<file path="config.mk">
export PLATFORM = sky130hd
export DESIGN_NAME = fetch_sequencer
export DESIGN_NICKNAME = d
export VERILOG_FILES = /design/src/rtl/fetch_sequencer.sv
export SDC_FILE = /design/constraint.sdc
export NUM_CORES = 1
export LEC_CHECK = 0
export BUFFER_PORTS_ARGS = -buffer_cell sky130_fd_sc_hd__buf_2
export CORE_UTILIZATION = 48
export CTS_CLUSTER_DIAMETER = 30
export DETAILED_ROUTE_END_ITERATION = 10
export PLACE_DENSITY = 0.76
export SYNTH_ARGS = -nofsm -noshare
export SYNTH_HDL_FRONTEND = slang
export SYNTH_SLANG_ARGS = --single-unit
</file>
<file path="constraint.sdc">
create_clock -name Clk -period 2.1 [get_ports Clk]
set_clock_uncertainty 0.1 [all_clocks]
set_input_delay 0.42 -clock Clk [delete_from_list [all_inputs] [get_ports Clk]]
set_output_delay 0.42 -clock Clk [all_outputs]
set_load 0.01 [all_outputs]
</file>
<file path="src/rtl/fetch_sequencer.sv">
// Instruction-fetch sequencer: owns the PC, picks the next fetch address by redirect priority,
// and holds a redirect back while an instruction-memory request is still outstanding.
module fetch_sequencer #(
   parameter logic [31:0] RESET_VECTOR = 32'h0000_0000,
   parameter logic [31:0] EXC_VECTOR   = 32'h0000_0080
) (
   input  logic        Clk,
   input  logic        Reset,
   input  logic        Stall,
   input  logic        BranchTaken,
   input  logic [31:0] BranchTarget,
   input  logic        Jump,
   input  logic [31:0] JumpTarget,
   input  logic        Exception,
   input  logic        ImemReady,
   output logic [31:0] PCOut,
   output logic [31:0] PCPlus4,
   output logic        FetchReq,
   output logic        FetchValid,
   output logic        Flush,
   output logic        MisalignErr
);

   typedef enum logic [1:0] {
      BOOT = 2'd0,
      RUN  = 2'd1,
      PEND = 2'd2
   } state_t;

   state_t      state;
   logic [31:0] pc;
   logic [31:0] pend_target;
   logic [1:0]  pend_src;
   logic        flush_q;
   logic        misalign_q;

   logic [1:0]  new_src;
   logic [31:0] new_target;
   logic        new_misalign;
   logic        take_new;
   logic        fetch_req;

   // Priority select of this cycle's redirect; source code 3=exception, 2=jump, 1=branch, 0=none.
   always_comb begin
      new_src      = 2'd0;
      new_target   = EXC_VECTOR;
      new_misalign = 1'b0;
      if (Exception) begin
         new_src    = 2'd3;
         new_target = EXC_VECTOR;
      end else if (Jump) begin
         new_src = 2'd2;
         if (JumpTarget[1:0] != 2'b00) begin
            new_target   = EXC_VECTOR;
            new_misalign = 1'b1;
         end else begin
            new_target = JumpTarget;
         end
      end else if (BranchTaken) begin
         new_src = 2'd1;
         if (BranchTarget[1:0] != 2'b00) begin
            new_target   = EXC_VECTOR;
            new_misalign = 1'b1;
         end else begin
            new_target = BranchTarget;
         end
      end else begin
         new_src = 2'd0;
      end
   end

   // Request generation and whether a new redirect wins over what is already pending.
   always_comb begin
      fetch_req = 1'b0;
      take_new  = 1'b0;
      case (state)
         RUN: begin
            fetch_req = ~Stall;
            take_new  = (new_src != 2'd0);
         end
         PEND: begin
            fetch_req = 1'b1;
            take_new  = (new_src != 2'd0) && (new_src >= pend_src);
         end
         default: begin
            fetch_req = 1'b0;
            take_new  = 1'b0;
         end
      endcase
   end

   // Sequencer state, PC and the one-cycle Flush/MisalignErr pulses.
   always_ff @(posedge Clk or negedge Reset) begin
      if (!Reset) begin
         state       <= BOOT;
         pc          <= RESET_VECTOR;
         pend_target <= 32'h0000_0000;
         pend_src    <= 2'd0;
         flush_q     <= 1'b0;
         misalign_q  <= 1'b0;
      end else begin
         flush_q    <= 1'b0;
         misalign_q <= 1'b0;
         case (state)
            BOOT: begin
               state <= RUN;
            end
            RUN: begin
               if (take_new) begin
                  misalign_q <= new_misalign;
                  // The address must stay stable until an issued request is accepted.
                  if (!fetch_req || ImemReady) begin
                     pc      <= new_target;
                     flush_q <= 1'b1;
                  end else begin
                     pend_target <= new_target;
                     pend_src    <= new_src;
                     state       <= PEND;
                  end
               end else if (fetch_req && ImemReady) begin
                  pc <= pc + 32'd4;
               end else begin
                  pc <= pc;
               end
            end
            PEND: begin
               if (take_new) begin
                  misalign_q <= new_misalign;
               end
               if (ImemReady) begin
                  pc       <= take_new ? new_target : pend_target;
                  flush_q  <= 1'b1;
                  pend_src <= 2'd0;
                  state    <= RUN;
               end else if (take_new) begin
                  pend_target <= new_target;
                  pend_src    <= new_src;
               end else begin
                  pend_target <= pend_target;
               end
            end
            default: begin
               state <= BOOT;
            end
         endcase
      end
   end

   assign PCOut       = pc;
   assign PCPlus4     = pc + 32'd4;
   assign FetchReq    = fetch_req;
   assign FetchValid  = fetch_req & ImemReady;
   assign Flush       = flush_q;
   assign MisalignErr = misalign_q;

endmodule

</file>
==> results of run 1 <==
## synthesized netlist by cell type (17+ instances only)
cell type  instances
o21ai_0           19
nand2_1           30
dfrtp_1           70
nand3_1           23
a22oi_1           34
mux2_2            29
clkbuf_1          17
nor2_1            46
a21oi_1           18
inv_1             17
o211ai_1          20
xnor2_1           17
## cell families after synthesis
logic type               count (synthesis)  share of synthesized area
adder cells (fa/ha/maj)                  5                     0.0131
multiplexers                            41                     0.0938
flip-flops                              70                      0.368
XOR/XNOR                                28                     0.0515
AND/OR/NAND/NOR                        171                      0.201
AO/OA/AOI/OAI                          136                      0.209
buffers and inverters                   57                     0.0636
## stage by stage
step           cell area [um^2]  hold WS (ns)  utilization
3_3_place_gp               6620         0.368        0.703
3_5_place_dp               6620         0.375        0.703
4_1_cts                    8060     0.0000253        0.856
2_1_floorplan              5040        0.0244            -
## layer usage
layer,track usage,GRT overflow
met1,0.711,0
met4,0.700,0
met5,0.0481,0
met2,0.899,1
met3,0.542,0
## timing repair
item / 4_1_cts
gates cloned: 5
setup endpoints to repair: 88
hold endpoints to repair: 0
pin swaps: 59
buffers inserted: 62
gates resized for setup: 132
==> flow_summary_export.csv, run 1 <==
group,metric,value,unit
clocking,cts_num_sinks,70,
placement,gp_congestion,0.893,
synth,ys_seq_elements,70,
die,start_util,0.506,
placement,io_buffer_count,138,
clocking,clock_path_buffers,2,
die,die_h,102,um
sta,grt-worst-endpoint,"PCPlus4[30]",
synth,synth_area_leader_cell,"dfrtp_1",
placement,post-place-ws,-0.294,ns
clocking,root_buffer,"clkbuf_8",
clocking,cts_max_level,3,
die,rows,35,
die,die-width,102,um
synth,synth.yosys.seq_area_share,0.368,
synth,synth_area,0.00476,mm^2
global_route,grt_max_degree,71,
clocking,ctsHoldBuffers,0,
outcome,haltStage,"global routing (5_1_grt)",
die,ios,139,
placement,dp_hpwl,11700,um
outcome,stop_error,"[ERROR GRT-0232] Routing congestion too high. Check the congestion heatmap in the GUI.",
placement,dp_cells,847,
synth,ys_warn_count,0,
synth,synth_edf_count,0,
synth,synth_top_area_frac,0.368,
sta,endpoint_type,"top-level output",
synth,syn_inst,508,
synth,synth_fp_nets,584,
synth,async_flop_share,1.00,
global_route,gr-total-overflow,1,
synth,ys.flop_type,"dfrtp_1",
outcome,status,"stopped before the end",
clocking,cts_buffers,9,
synth,yosysUniqueCellTypes,72,
synth,synth_area_leaders,"dfrtp_1 37%, mux2_2 6.9%, a22oi_1 5.4%",
synth,synth_area_per_cell,9.37,um^2
global_route,gr-usage-all-layers,0.707,
==> run 2: changes to the inputs <==
--- a/config.mk
+++ b/config.mk
@@ -6,10 +6,9 @@
 export NUM_CORES = 1
 export LEC_CHECK = 0
 export BUFFER_PORTS_ARGS = -buffer_cell sky130_fd_sc_hd__buf_2
-export CORE_UTILIZATION = 48
-export CTS_CLUSTER_DIAMETER = 30
+export CORE_UTILIZATION = 40
 export DETAILED_ROUTE_END_ITERATION = 10
-export PLACE_DENSITY = 0.76
+export PLACE_DENSITY_LB_ADDON = 0.15
 export SYNTH_ARGS = -nofsm -noshare
 export SYNTH_HDL_FRONTEND = slang
 export SYNTH_SLANG_ARGS = --single-unit
==> constraint.sdc (replaced) <==
create_clock -name Clk -period 2.7 [get_ports Clk]
set_clock_uncertainty 0.1 [all_clocks]
set_input_delay 0.54 -clock Clk [delete_from_list [all_inputs] [get_ports Clk]]
set_output_delay 0.54 -clock Clk [all_outputs]
set_load 0.01 [all_outputs]
==> run 2 against run 1 <==
The flow now finishes, with violations (design-rule violations, negative setup slack). Synthesized area unchanged. Synthesized cell count unchanged.
==> flow_summary_export.csv, run 2 <==
group,metric,value,unit
synth,synth_area_per_cell,9.37,um^2
critical_path,worstRegToRegCells,6,
final_layout,drive_gt1_frac,0.433,
synth,synth_area_leaders,"dfrtp_1 37%, mux2_2 6.9%, a22oi_1 5.4%",
final_layout,diodes,0,
sta,finalCritPeriodShare,1.00,
route,drtIter0Drc,248,
synth,synthAdderAreaFrac,0.0131,
global_route,grt_pass1_wl,23500,um
global_route,grt_max_degree,47,
power,peakVddDrop,0.524,mV
clocking,cts_max_level,3,
critical_path,endpoint,"PCPlus4[24]",
power,power,7.21,mW
critical_path,r2r_slack,0.14,ns
clocking,clk_latency,0.33,ns
critical_path,critPathRequiredTime,2.06,ns
route,drc_errors,16,
global_route,gr-usage-all-layers,0.239,
critical_path,slowest_delay,0.55,ns
die,core_area,0.0115,mm^2
critical_path,path_class,"reg2out",
synth,synth_compound_area_frac,0.209,
critical_path,regToRegStartpoint,"state[1]",
global_route,grt_pass1_vias,4588,
synth,synth_simple_gate_area_frac,0.201,
outcome,status,"complete, but fails checks",
synth,ys.flop_type,"dfrtp_1",
route,via_per_inst,5.65,
synth,ys_warn_count,0,
placement,io_buffer_count,138,
critical_path,critPathArrivalTime,2.07,ns
final_layout,utilization,0.553,
die,start_util,0.413,
sta,fmax,0.369,GHz
synth,yosys.cell_count.top_type,"dfrtp_1",
synth,async_flop_share,1.00,
final_layout,final_cell_mix,"138 x buf_2, 62 x buf_4, 57 x dfrtp_1",
synth,yosysUniqueCellTypes,72,
placement,gp_congestion,0.833,
synth,syn_inst,508,
synth,synth_top_family_by_area,"compound AO/OA/AOI/OAI gates",
final_layout,seqCellArea,0.00177,mm^2
critical_path,startpoint,"PCOut[19]",
synth,synth_area_leader_cell,"dfrtp_1",
critical_path,end_kind,"output port",
final_layout,synthToLayoutAreaGrowth,33.9,%
synth,yosys.area_share.xor_xnor,0.0515,
synth,ys_seq_elements,70,
final_layout,multi_input_area,0.00283,mm^2
global_route,gr-total-overflow,0,
critical_path,r2r_end,"PCOut[22]",
critical_path,slowest_stage,"or4_4",
die,rows,39,
synth,yosys-top-cells-count,"70 x dfrtp_1, 46 x nor2_1, 34 x a22oi_1",
sta,relSlewSlack,0.192,
power,power_density,1130,mW/mm^2
die,die-area,0.0123,mm^2
clocking,clkSlewWorstSetupHoldPaths,0.06,ns
flow_run,maxCapViolations,0,
synth,synth_area,0.00476,mm^2
critical_path,crit_chain,"nand4_4 -> or4_4 -> nor2_4 -> buf_4 -> xnor2_1 -> buf_2",
global_route,antenna_found_initial,0,
power,total_leakage_power,2.97,nW
outcome,violations,"design-rule violations, negative setup slack",
synth,synth_top_area_frac,0.368,
synth,synth_fp_nets,584,
sta,fin_ws,-0.00883,ns
clocking,cts_num_sinks,70,
min_path,hp-class,"in2async",
route,wl_per_cell,17.5,um
final_layout,fin_nets,760,
synth,synth.yosys.seq_area_share,0.368,
critical_path,crit_path_start_kind,"register",
clocking,cts_tree,"built",
route,dr_total_vias,4697,
die,die_h,111,um
critical_path,worst_path_dominant_cell_family,"simple AND/OR/NAND/NOR gates",
critical_path,critPathBufInv,2,
final_layout,fillers,1048,
critical_path,cp.depth,6,
sta,rsz0062_at_grt,"yes",
route,drt_first_pass_iters,8,
sta,setup_viol,1,
clocking,root_buffer,"clkbuf_16",
route,totalWireLength,14500,um
synth,synth_edf_count,0,
sta,hold_viol,0,
die,die-width,111,um
clocking,clock_path_buffers,2,
synth,yosys-mux-area-fraction,0.0938,
placement,dp_hpwl,10400,um
clocking,ctsHoldBuffers,0,
sta,worst_pin_slew,1.20,ns
clocking,cts_buffers,9,
sta,min_period,2.71,ns
critical_path,cp_max_fo,5,
route,ant_nets,0,
sta,finalMaxSlewViolations,0,
die,ios,139,
final_layout,layout_commonest_cell,"buf_2",
## run 2: cell counts after synthesis
Identical to the previous run, type by type.
## run 2: metal layers
layer  share of wire  vias up  global-route usage  wire [um]
met5               0        -                   0          0
met3           0.050       12              0.0361        725
met2            0.49      160               0.395       7160
li1                -     2233                   -          -
met4          0.0073        0              0.0694        106
met1            0.45     2292               0.323       6560
## run 2: worst min path at each step
stage                      end
5_1_grt               state[0]
2_1_floorplan            Flush
3_5_place_dp   pend_target[18]
3_3_place_gp          PCOut[0]
4_1_cts               state[1]
6_report              state[1]
## run 2: logic make-up (layout without fill, tap and decap cells)
family / Yosys count / after routing
muxes: 41 / 41
AOI/OAI and AO/OA: 136 / 136
buffers and inverters: 57 / 237
DFF: 70 / 70
adders and majority gates: 5 / 5
and+or+nand+nor: 171 / 171
xor gates and xnor gates: 28 / 28
## run 2: final cells by class
class                      count  share of cell area
timing repair buffer         205               0.194
clock inverter                 4             0.00746
tap                          143              0.0281
clock buffer                  11              0.0381
sequential                    70               0.277
multi-input combinational    381               0.444
inverter                      17              0.0100
## run 2: power by group
part	internal (mW)	total (mW)	switching, mW
registers	1.44	1.84	0.406
logic	1.83	4.18	2.35
clock network	0.732	1.18	0.452
total	4.00	7.21	3.20
## run 2: worst register-to-register path, cell delays in order (launching register included)
cell	delay (ns)
dfrtp_1	0.38
inv_1	0.09
ha_1	0.30
o41ai_2	1.08
buf_4	0.27
a22oi_1	0.09
o211ai_1	0.17
## run 2: metrics by stage
stage | hold slack (ns) | TNS, ns | setup slack (ns) | instance area [um^2] | cells
global placement | 0.373 | -0.218 | -0.0777 | 5810 | 797
CTS | 0.119 | -0.000910 | -0.000910 | 6200 | 816
detailed placement | 0.388 | -0.529 | -0.131 | 5810 | 797
finish | 0.107 | -0.00883 | -0.00883 | 6370 | 831
floorplan | 0.144 | 0 | 0.287 | 4760 | 508
global route | 0.132 | -0.446 | -0.0753 | 6370 | 831
## run 2: timing repair
action,CTS,global route
setup buffers,4,15
pin swaps,4,9
setup endpoints to repair,13,23
gates resized for setup,17,18
Note: power is estimated with default switching activity, not from simulation.
